===== src/rtl/mem_write_scheduler.sv =====
// Write-port scheduler for video RAM: a CPU write FIFO and a fill engine share
// one memory-controller write port under round-robin arbitration, one write in flight.
module mem_write_scheduler #(
  parameter int FIFO_DEPTH = 4,
  parameter int FIFO_AW    = 2
) (
  input  logic        clk,
  input  logic        nReset,
  input  logic        cpuWr,
  input  logic [15:0] cpuAddr,
  input  logic [7:0]  cpuData,
  output logic        cpuFull,
  output logic        overflow,
  input  logic        fillStart,
  input  logic [15:0] fillAddr,
  input  logic [15:0] fillLen,
  input  logic [7:0]  fillData,
  output logic        fillBusy,
  output logic        wrVga,
  output logic [15:0] aVga,
  output logic [7:0]  dVga,
  input  logic        wrVgaReq
);

  typedef enum logic [1:0] {S_IDLE, S_ISSUE, S_WAIT} state_t;
  typedef struct packed {
    logic [15:0] addr;
    logic [7:0]  data;
  } wr_t;

  state_t             state_q, state_d;
  wr_t                wr_q, wr_d;
  logic               wrVga_q, wrVga_d;
  logic               lastCpu_q, lastCpu_d;  // 0 = FILL got the last grant

  wr_t                fifo_q [FIFO_DEPTH];
  logic [FIFO_AW-1:0] wptr_q, rptr_q;
  logic [FIFO_AW:0]   cnt_q;
  logic               ovf_q;

  logic               fBusy_q;
  logic [15:0]        fAddr_q, fLen_q;
  logic [7:0]         fData_q;

  logic push, pop, fillAdv, cpuPend, fillPend, fillDone, fillGo;

  assign cpuFull  = (cnt_q == (FIFO_AW+1)'(FIFO_DEPTH));
  assign overflow = ovf_q;
  assign fillBusy = fBusy_q;
  assign wrVga    = wrVga_q;
  assign aVga     = wr_q.addr;
  assign dVga     = wr_q.data;

  // A full FIFO drops the push even if the arbiter pops in the same cycle.
  assign push     = cpuWr & ~cpuFull;
  assign cpuPend  = (cnt_q != '0);
  assign fillPend = fBusy_q & (fLen_q != 16'h0);
  assign fillGo   = fillStart & ~fBusy_q & (fillLen != 16'h0);
  assign fillDone = (state_q == S_WAIT) & wrVgaReq & ~lastCpu_q & fBusy_q & (fLen_q == 16'h0);

  always_comb begin
    state_d   = state_q;
    wr_d      = wr_q;
    wrVga_d   = 1'b0;
    lastCpu_d = lastCpu_q;
    pop       = 1'b0;
    fillAdv   = 1'b0;
    case (state_q)
      S_IDLE: begin
        if (cpuPend || fillPend) begin
          if (fillPend && (!cpuPend || lastCpu_q)) begin
            fillAdv   = 1'b1;
            wr_d      = '{addr: fAddr_q, data: fData_q};
            lastCpu_d = 1'b0;
          end else begin
            pop       = 1'b1;
            wr_d      = fifo_q[rptr_q];
            lastCpu_d = 1'b1;
          end
          wrVga_d = 1'b1;
          state_d = S_ISSUE;
        end
      end
      S_ISSUE: state_d = S_WAIT;
      S_WAIT:  if (wrVgaReq) state_d = S_IDLE;
      default: state_d = S_IDLE;
    endcase
  end

  always_ff @(posedge clk) begin
    if (!nReset) begin
      state_q   <= S_IDLE;
      wr_q      <= '0;
      wrVga_q   <= 1'b0;
      lastCpu_q <= 1'b0;
    end else begin
      state_q   <= state_d;
      wr_q      <= wr_d;
      wrVga_q   <= wrVga_d;
      lastCpu_q <= lastCpu_d;
    end
  end

  // Storage needs no reset; only pointers and count define occupancy.
  always_ff @(posedge clk) begin
    if (push) fifo_q[wptr_q] <= '{addr: cpuAddr, data: cpuData};
  end

  always_ff @(posedge clk) begin
    if (!nReset) begin
      wptr_q <= '0;
      rptr_q <= '0;
      cnt_q  <= '0;
      ovf_q  <= 1'b0;
    end else begin
      if (push) wptr_q <= wptr_q + 1'b1;
      if (pop)  rptr_q <= rptr_q + 1'b1;
      cnt_q <= cnt_q + {{FIFO_AW{1'b0}}, push} - {{FIFO_AW{1'b0}}, pop};
      if (cpuWr && cpuFull) ovf_q <= 1'b1;
    end
  end

  always_ff @(posedge clk) begin
    if (!nReset) begin
      fBusy_q <= 1'b0;
      fAddr_q <= '0;
      fLen_q  <= '0;
      fData_q <= '0;
    end else if (fillGo) begin
      fBusy_q <= 1'b1;
      fAddr_q <= fillAddr;
      fLen_q  <= fillLen;
      fData_q <= fillData;
    end else begin
      if (fillAdv) begin
        fAddr_q <= fAddr_q + 16'h1;
        fLen_q  <= fLen_q - 16'h1;
      end
      if (fillDone) fBusy_q <= 1'b0;
    end
  end

endmodule


===== config.mk =====
export PLATFORM = sky130hd
export DESIGN_NAME = mem_write_scheduler
export DESIGN_NICKNAME = d
export VERILOG_FILES = /design/src/rtl/mem_write_scheduler.sv
export SDC_FILE = /design/constraint.sdc
export NUM_CORES = 1
export LEC_CHECK = 0
export ABC_AREA = 1
export CAP_MARGIN = 40
export CORE_MARGIN = 4
export CORE_UTILIZATION = 51
export CTS_CLUSTER_SIZE = 14
export DETAILED_ROUTE_END_ITERATION = 6
export GPL_TIMING_DRIVEN = 0
export PLACE_DENSITY = 0.83
export SETUP_SLACK_MARGIN = 0.2
export SLEW_MARGIN = 20
export SYNTH_ARGS = -nofsm -noshare
export SYNTH_HDL_FRONTEND = slang
export SYNTH_SLANG_ARGS = --single-unit

===== constraint.sdc =====
create_clock -name clk -period 2.55 [get_ports clk]
set_input_delay 0.3825 -clock clk [delete_from_list [all_inputs] [get_ports clk]]
set_output_delay 0.3825 -clock clk [all_outputs]
set_load 0.01 [all_outputs]

# After elaboration in Yosys (flattened, before gate mapping)
# Memories as Yosys holds them, arrays and structs flattened. A register that Yosys moved wholly into a read port is not among the register bits.
# Cells that the tools add are included.
# word_totals
inputBits	69
ramBits	96
mem_count	1
latchBits	0
register_bits	77
word_cells	72
mem_bits_ro	0
out_inout_bits	28
# classes
shift	0
add_sub_neg	6
multipliers	0
order_cmp	0
n_mux	21
eq_ne	5
reduce_logical	15
div_mod_pow	0
bitwise	11
# memory_table
name	words	word_bits	rd	rd_ports_with_merged_regs	wr	line_no	rtl
fifo_q	4	24	1	1	1	36	wr_t fifo_q [FIFO_DEPTH];
# ops
cell	count
16-bit two-way mux	4
16-bit nonzero test	2
24-bit two-way mux	1
16-bit by 1-bit adder with 16-bit output (second input constant)	1
16-bit zero test	1
16-bit by 1-bit subtractor with 16-bit output (second input constant)	1
1-bit two-way mux	11
1-bit AND	8
2-bit two-way mux	4
2-bit one-hot mux with 3 select lines	1
2-bit AND reduction	3
2-bit by 1-bit adder with 2-bit output (second input constant)	2
2-bit inequality test (second input constant)	2
2-bit nonzero test	2
3-bit by 1-bit adder with 3-bit output	1
3-bit == test (second input constant)	1
1-bit NOT	3
3-bit nonzero test	1
3-bit by 1-bit subtractor with 3-bit output	1
2-bit by 1-bit == test with 1-bit output (second input constant)	1
2-bit == test (second input constant)	1
1-bit logical AND	2
2-bit zero test	1
1-bit logical OR	2
1-bit zero test	1

# Depth between registers and ports, before layout
# Gate-level depths: netlist of the first run.
# logic_depth
word_depth	9
depth_mapped	16
depth_no_buf	16

# Worst setup path after synthesis of the first run
# OpenSTA, ideal clock, no wires.
# synth_timing
path_type	register to register
start	register fLen_q[0]
end	register cnt_q[2]
synth_period_minus_slack_ns	2.421
t_arrival_ns	2.302
setup_ns	0.119
slack_ns	0.129
path_buffers	0
required_ns	2.431
stages_incl_launch_ff	17
path_cell_list	dfxtp_1 > inv_1 > ha_1 > nand2_2 > nor2_4 > nand2_4 > nand2_2 > nand2_2 > nand3_1 > inv_1 > ha_1 > inv_1 > ha_1 > inv_1 > fa_1 > o21ai_0 > a21oi_1
# synth_via
elab_chain_len	7
word_cells_on_any_way	8
cone_classes	add/sub: 1; mux: 3; bitwise: 1; reduce/logical: 3
# synth_lines
item	line_no	rtl
start, declared	42	logic [15:0] fAddr_q, fLen_q;
start signal, assigned	132	fLen_q <= fillLen;
start signal, assigned	137	fLen_q <= fLen_q - 16'h1;
16-bit nonzero test (*)	57	assign fillPend = fBusy_q & (fLen_q != 16'h0);
1-bit AND (*)	57	
1-bit logical AND	71	if (fillPend && (!cpuPend || lastCpu_q)) begin
1-bit two-way mux	71	
1-bit two-way mux (*)	70	if (cpuPend || fillPend) begin
1-bit two-way mux (*)	68	case (state_q)
named net pop	45	logic push, pop, fillAdv, cpuPend, fillPend, fillDone, fillGo;
3-bit by 1-bit subtractor with 3-bit output (*)	118	cnt_q <= cnt_q + {{FIFO_AW{1'b0}}, push} - {{FIFO_AW{1'b0}}, pop};
end signal, assigned	118	
end, declared	38	logic [FIFO_AW:0] cnt_q;
# The timed path passes the listed nets; every way through them passes the cells marked *.
# A chain may end at the register's enable or synchronous reset.

# Final worst setup path of the first run
# layout_timing
start	register fLen_q[7]
end	register cnt_q[1]
# Same word-level chain as after synthesis.

==> results.toml, run 1 <==
[setup_path]
path_buf_inv = 3
cp_max_fo = 4
path_cells = "nor2_2 -> nand2_1 -> nor2_4 -> nand2_4 -> nand2_4 -> nand2_4 -> nand3_4 -> inv_2 -> ha_4 -> inv_1 -> ha_2 -> inv_2 -> fa_2 -> nor2_1"
crit_family = "adder cells"
crit_type = "register to register"
critPathRequiredTime_ns = 2.86
cp_data_arrival_time_ns = 2.59
cp_slowest_stage_delay_ns = 0.52
cp-start-kind = "register"
slowest_stage = "fa_2"
cp_common_cell = "nand2_4"
critPathCaptureType = "register"

[final_layout]
fill_cells = 1246
final_area_sq_mm = 0.0104
layout-drive-gt1-share_pct = 15.2
syn2layout_area_growth_pct = 26.9
antenna_cells = 0
instances_no_fill = 1302
nets = 1151

[logic_synthesis]
synth_warnings = 0
syn_area_sq_mm = 0.00817
netlist.area_leader.share_pct = 35.3
yosysSeqAreaShare_pct = 54.6
ys_seq_elements = 175
synth_nets = 1015
synth_top_cell_by_area = "edfxtp_1"
syn_inst = 937
avgSynthCellArea_sq_um = 8.72
ys_async_sr_fraction_pct = 0
synth_edf_count = 96
synth_area_leaders = "edfxtp_1 (35%), dfxtp_1 (19%), nand2_1 (11%)"
ys_types = 34
synthFlopType = "edfxtp_1"

[drt]
totalWireLength_microns = 20600
vias = 6778
wl_per_cell_microns = 15.8
drt_iter0_drc = 699
drt.antenna.violating_nets = 0
drcViolationCount = 0
viasPerCell = 5.21
drtPass1Iterations = 5

[grt]
grtUsageMet1_pct = 27.7
grtUsageMet3_pct = 5.25
use_met2_pct = 40.2
antenna_found_initial = 0
grt_max_degree = 25
grt_overflow_total = 0
grt_pass1_vias = 6463
track_usage_pct = 22.7
grt_busiest_layer = "met2"
grt_first_pass_wirelength_microns = 32200

[clocking]
htree_num_levels = 4
clkTransAtPathRegs_ns = 0.07
clk-insertion-delay-late_ns = 0.44
cts_tree = "done"
cts-root-buf = "clkbuf_16"
clock_sinks = 175
cts_buffer_depth = 2
cts-buffers-inserted = 17

[placement]
place.gp.congestion = 0.854
pre_cts_ws_ns = -0.0283
dp_cells = 1253
place_area_sq_mm = 0.00952
io_buffers = 95
place_hpwl_microns = 14300

[flow_run]
drv_cap = 0

[sta]
rsz0062_at_grt = "false"
slew_viol_final = 0
period_share_pct = 89.4
finalCriticalPeriod_ns = 2.28
finalHoldViolCount = 0
worst_slew_pin_slew_ns = 0.613
slew_headroom_pct = 59.1
setup_violations = 0
setup_ws_ns = 0.271
holdWs_ns = 0.454
fmax_ghz = 0.439
skew_ns = 0.00992

[power]
power_leakage_nw = 4.19
cellPowerDensity_mw_per_mm2 = 1120
vdd_ir_drop_max_v = 0.000770

[floorplanning]
die_w_microns = 135
dieArea_sq_mm = 0.0181
row_count = 46
die_h_microns = 135
io_pins = 97
start_util_pct = 51.8
coreArea_sq_mm = 0.0158

[worst_hold_path]
hp-class = "register to register"

[outcome]
status = "complete, no violations"
stage by stage:
| step | util, % | total power [mW] | TNS [ns] |
|---|---|---|---|
| floorplan | - | 7.14 | 0 |
| global placement | 59.6 | 8.43 | -70.97 |
| detailed placement | 60.4 | 8.63 | -0.0283 |
| CTS | 64.5 | 11.4 | 0 |
| global route | 65.7 | 12.4 | 0 |
| finish | 65.7 | 11.6 | 0 |
sequential cells by signal, indices dropped and copies added (netlist names), named ones only:
| register | count |
|---|---|
| dVga | 8 |
| aVga | 16 |
| wrVga | 1 |
| fAddr_q | 16 |
| wptr_q | 2 |
| fifo_q | 96 |
| fData_q | 8 |
| lastCpu_q | 1 |
| state_q | 2 |
| fillBusy | 1 |
| cnt_q | 3 |
| overflow | 1 |
| rptr_q | 2 |
| fLen_q | 16 |
area by class of cell:
type	instances	area [sq um]	area share, %
Clock buffer	18	439	4.24
Timing Repair Buffer	117	1170	11.3
Sequential cell	175	4490	43.3
Buffer	45	265	2.56
Multi-Input combinational cell	621	3200	30.9
Clock inverter	14	169	1.63
Tap cell	216	270	2.61
Inverter	96	360	3.48
cells in the final DEF, fill, tap and decap left out, drive strengths merged, types with 34 or more instances in the layout:
cell	n
nor2	149
a21oi	73
inv	103
nand2	248
buf	51
edfxtp	96
clkbuf	34
o21ai	45
dfxtp	79
clkdlybuf4s50	95
what timing repair did:
action | CTS | global route
endpoints found under the setup margin | 2 | 2
setup buffers | 2 | 15
pin swaps | 2 | 13
resized for setup | 8 | 30
hold buffers | 0 | 0
tightest hold or removal path, cell delays in order, from the launching register on:
cell and delay (ns):
dfxtp_1 0.31, inv_1 0.05, a21oi_1 0.05
logic make-up (layout without fill, tap and decap cells):
kind of cell	count (synthesis)	after routing	synth area share (%)
compound gates	144	144	11.4
simple gates	452	452	23.1
buf+inv	141	290	7.66
fa+ha+maj	9	9	1.47
xor+xnor	16	16	1.72
flops	175	175	54.6
path summary, 6_finish.rpt:
path | from | end | slack, ns | cells past startpoint
min reg2reg | overflow$_SDFFE_PN0P_ | overflow$_SDFFE_PN0P_ | 0.45 | 2
min | overflow$_SDFFE_PN0P_ | overflow$_SDFFE_PN0P_ | 0.45 | 2
max reg2reg | fLen_q[7]$_SDFFE_PN0P_ | cnt_q[1]$_SDFF_PN0_ | 0.27 | 14
max | fLen_q[7]$_SDFFE_PN0P_ | cnt_q[1]$_SDFF_PN0_ | 0.27 | 14
power breakdown:
group | internal [mW] | switching, mW | total, mW | leakage, nW
Sequential | 3.55 | 0.403 | 3.95 | 1.54
Combinational | 1.95 | 3.07 | 5.02 | 2.35
Clock | 1.51 | 1.17 | 2.68 | 0.301
Total | 7.01 | 4.64 | 11.6 | 4.19
layer usage:
| metal | vias to the layer above | wire (microns) |
|---|---|---|
| met2 | 259 | 10500 |
| met4 | 0 | 289 |
| li1 | 3340 | - |
| met3 | 33 | 1540 |
| met1 | 3146 | 8240 |
| met5 | - | 0 |
cell usage after synthesis, drive strengths merged (2+ instances only):
master	count
nand4	2
clkbuf	16
a21oi	73
dfxtp	79
o21ai	45
nor2	149
xor2	15
inv	95
buf	29
nand3	30
a32oi	24
nor3	22
nand2	248
ha	8
edfxtp	96
No activity file was read; power rests on OpenSTA's default activity.
==> run 2: changes to the inputs <==
--- a/config.mk
+++ b/config.mk
@@ -6,7 +6,7 @@
 export NUM_CORES = 1
 export LEC_CHECK = 0
 export ABC_AREA = 1
-export CAP_MARGIN = 40
+export CAP_MARGIN = 20
 export CORE_MARGIN = 4
 export CORE_UTILIZATION = 51
 export CTS_CLUSTER_SIZE = 14
==> run 2 against run 1 <==
Compared with the run above:
- final cell count down 0.46%
- critical endpoint unchanged
- core utilization fell by 0.21 points
- fmax up 0.20%
- worst setup slack improved by 0.0045 ns
- worst hold slack got worse by 0.0021 ns
- final area is 0.33% lower
==> results.toml, run 2 (same netlist as run 1, synthesis figures left out) <==
[sta]
worst_slew_pin_slew_ns = 0.633
finalHoldViolCount = 0
rsz0062_at_grt = "false"
finalCriticalPeriod_ns = 2.27
slew_headroom_pct = 57.8
holdWs_ns = 0.452
skew_ns = 0.00716
fmax_ghz = 0.440
slew_viol_final = 0
period_share_pct = 89.2
setup_violations = 0

[drt]
vias = 6851
drtPass1Iterations = 5
wl_per_cell_microns = 16.2
drt_iter0_drc = 588
viasPerCell = 5.29
drcViolationCount = 0
drt.antenna.violating_nets = 0
totalWireLength_microns = 20900

[flow_run]
drv_cap = 0

[final_layout]
final_util_pct = 65.5
final_area_sq_mm = 0.0103
layout-drive-gt1-share_pct = 14.4
nets = 1145
largest_reg_flops = 96
antenna_cells = 0
layout_commonest_cell = "nand2_1"
instances_no_fill = 1296
multiInputGateArea_sq_mm = 0.00320
syn2layout_area_growth_pct = 26.5
fill_cells = 1254
final_cell_mix = "nand2_1 (240), nor2_1 (134), edfxtp_1 (96)"
regArea_sq_mm = 0.00448
top_register = "fifo_q"

[floorplanning]
io_pins = 97
dieArea_sq_mm = 0.0181
die_w_microns = 135
row_count = 46
die_h_microns = 135
start_util_pct = 51.8
coreArea_sq_mm = 0.0158

[clocking]
cts-buffers-inserted = 17
cts_buffer_depth = 2
cts-root-buf = "clkbuf_16"
cts_tree = "done"
clock_sinks = 175
clk-insertion-delay-late_ns = 0.43
htree_num_levels = 4
clkTransAtPathRegs_ns = 0.07

[setup_path]
crit_type = "register to register"
critPathCaptureType = "register"
cp_max_fo = 4
cp_data_arrival_time_ns = 2.57
r2r_cells = 15
critPathRequiredTime_ns = 2.85
cp-start-kind = "register"

[power]
power_leakage_nw = 4.17
cellPowerDensity_mw_per_mm2 = 1140
vdd_ir_drop_max_v = 0.000729

[outcome]
status = "complete, no violations"

[placement]
dp_cells = 1252
io_buffers = 95
place_area_sq_mm = 0.00952
place.gp.congestion = 0.854
place_hpwl_microns = 14300

[grt]
antenna_found_initial = 0
grt_pass1_vias = 6567
grt_max_degree = 25
grt_overflow_total = 0
grt_first_pass_wirelength_microns = 32500
track_usage_pct = 23.0

[worst_hold_path]
hold_depth = 2
hp-class = "register to register"
==> run 2: changes by cell type in the layout (fill, tap and decap cells not counted), moves of 2 or more <==
cell	previous run	this run
dfxtp_1	68	71
dfxtp_4	4	2
buf_4	20	14
nor2_2	6	8
nor2_4	9	7
==> run 2: through the flow <==
stage | total power [mW] | setup TNS [ns] | setup slack [ns]
after global routing | 12.5 | 0 | 0.192
after global placement | 8.43 | -70.97 | -0.771
after detailed placement | 8.64 | -0.290 | -0.185
after floorplan | 7.14 | 0 | 0.213
final | 11.7 | 0 | 0.276
after CTS | 11.5 | 0 | 0.228
==> run 2: path summary, 6_finish.rpt <==
check	slack (ns)	end	startpoint
max reg2reg	0.28	cnt_q[1]$_SDFF_PN0_	fLen_q[0]$_SDFFE_PN0P_
min	0.45	overflow$_SDFFE_PN0P_	overflow$_SDFFE_PN0P_
max	0.28	cnt_q[1]$_SDFF_PN0_	fLen_q[0]$_SDFFE_PN0P_
min reg2reg	0.45	overflow$_SDFFE_PN0P_	overflow$_SDFFE_PN0P_
==> run 2: worst max-delay path: stages, from the launching register on <==
cell     delay (ns)
dfxtp_2        0.33
inv_2          0.08
ha_4           0.16
nand2_4        0.07
nor2_4         0.11
nand2_4        0.09
nand2_4        0.08
nand2_4        0.06
nand3_4        0.08
inv_2          0.05
ha_4           0.22
inv_1          0.05
ha_2           0.16
inv_2          0.04
fa_2           0.52
nor2_1         0.04
==> run 2: layer usage <==
| layer | vias to the layer above | track usage, % | routed length, microns |
|---|---|---|---|
| met5 | - | 0 | 0 |
| met4 | 0 | 6.62 | 388 |
| met3 | 36 | 5.33 | 1460 |
| met2 | 260 | 42.2 | 10800 |
| met1 | 3233 | 27.0 | 8290 |
| li1 | 3322 | - | - |
==> run 2: repair_timing <==
item                                    CTS  global route
hold buffers                              0             0
setup buffers                             3             9
endpoints found under the setup margin    2             2
pin swaps                                 6            13
resized for setup                        12            20
==> run 2: power breakdown <==
group | switching, mW | leakage [nW] | total [mW] | internal, mW
clock | 1.16 | 0.310 | 2.75 | 1.59
combinational | 3.11 | 2.32 | 5.04 | 1.93
sequential | 0.418 | 1.54 | 3.96 | 3.54
==> run 2: cell type report <==
type | instances | share of cell area (%)
inverter | 96 | 3.49
clock inverter | 14 | 1.94
timing repair buffer | 111 | 10.9
tap | 216 | 2.62
buffer | 45 | 2.57
multi-input combinational | 621 | 31.0
sequential | 175 | 43.3
clock buffer | 18 | 4.15
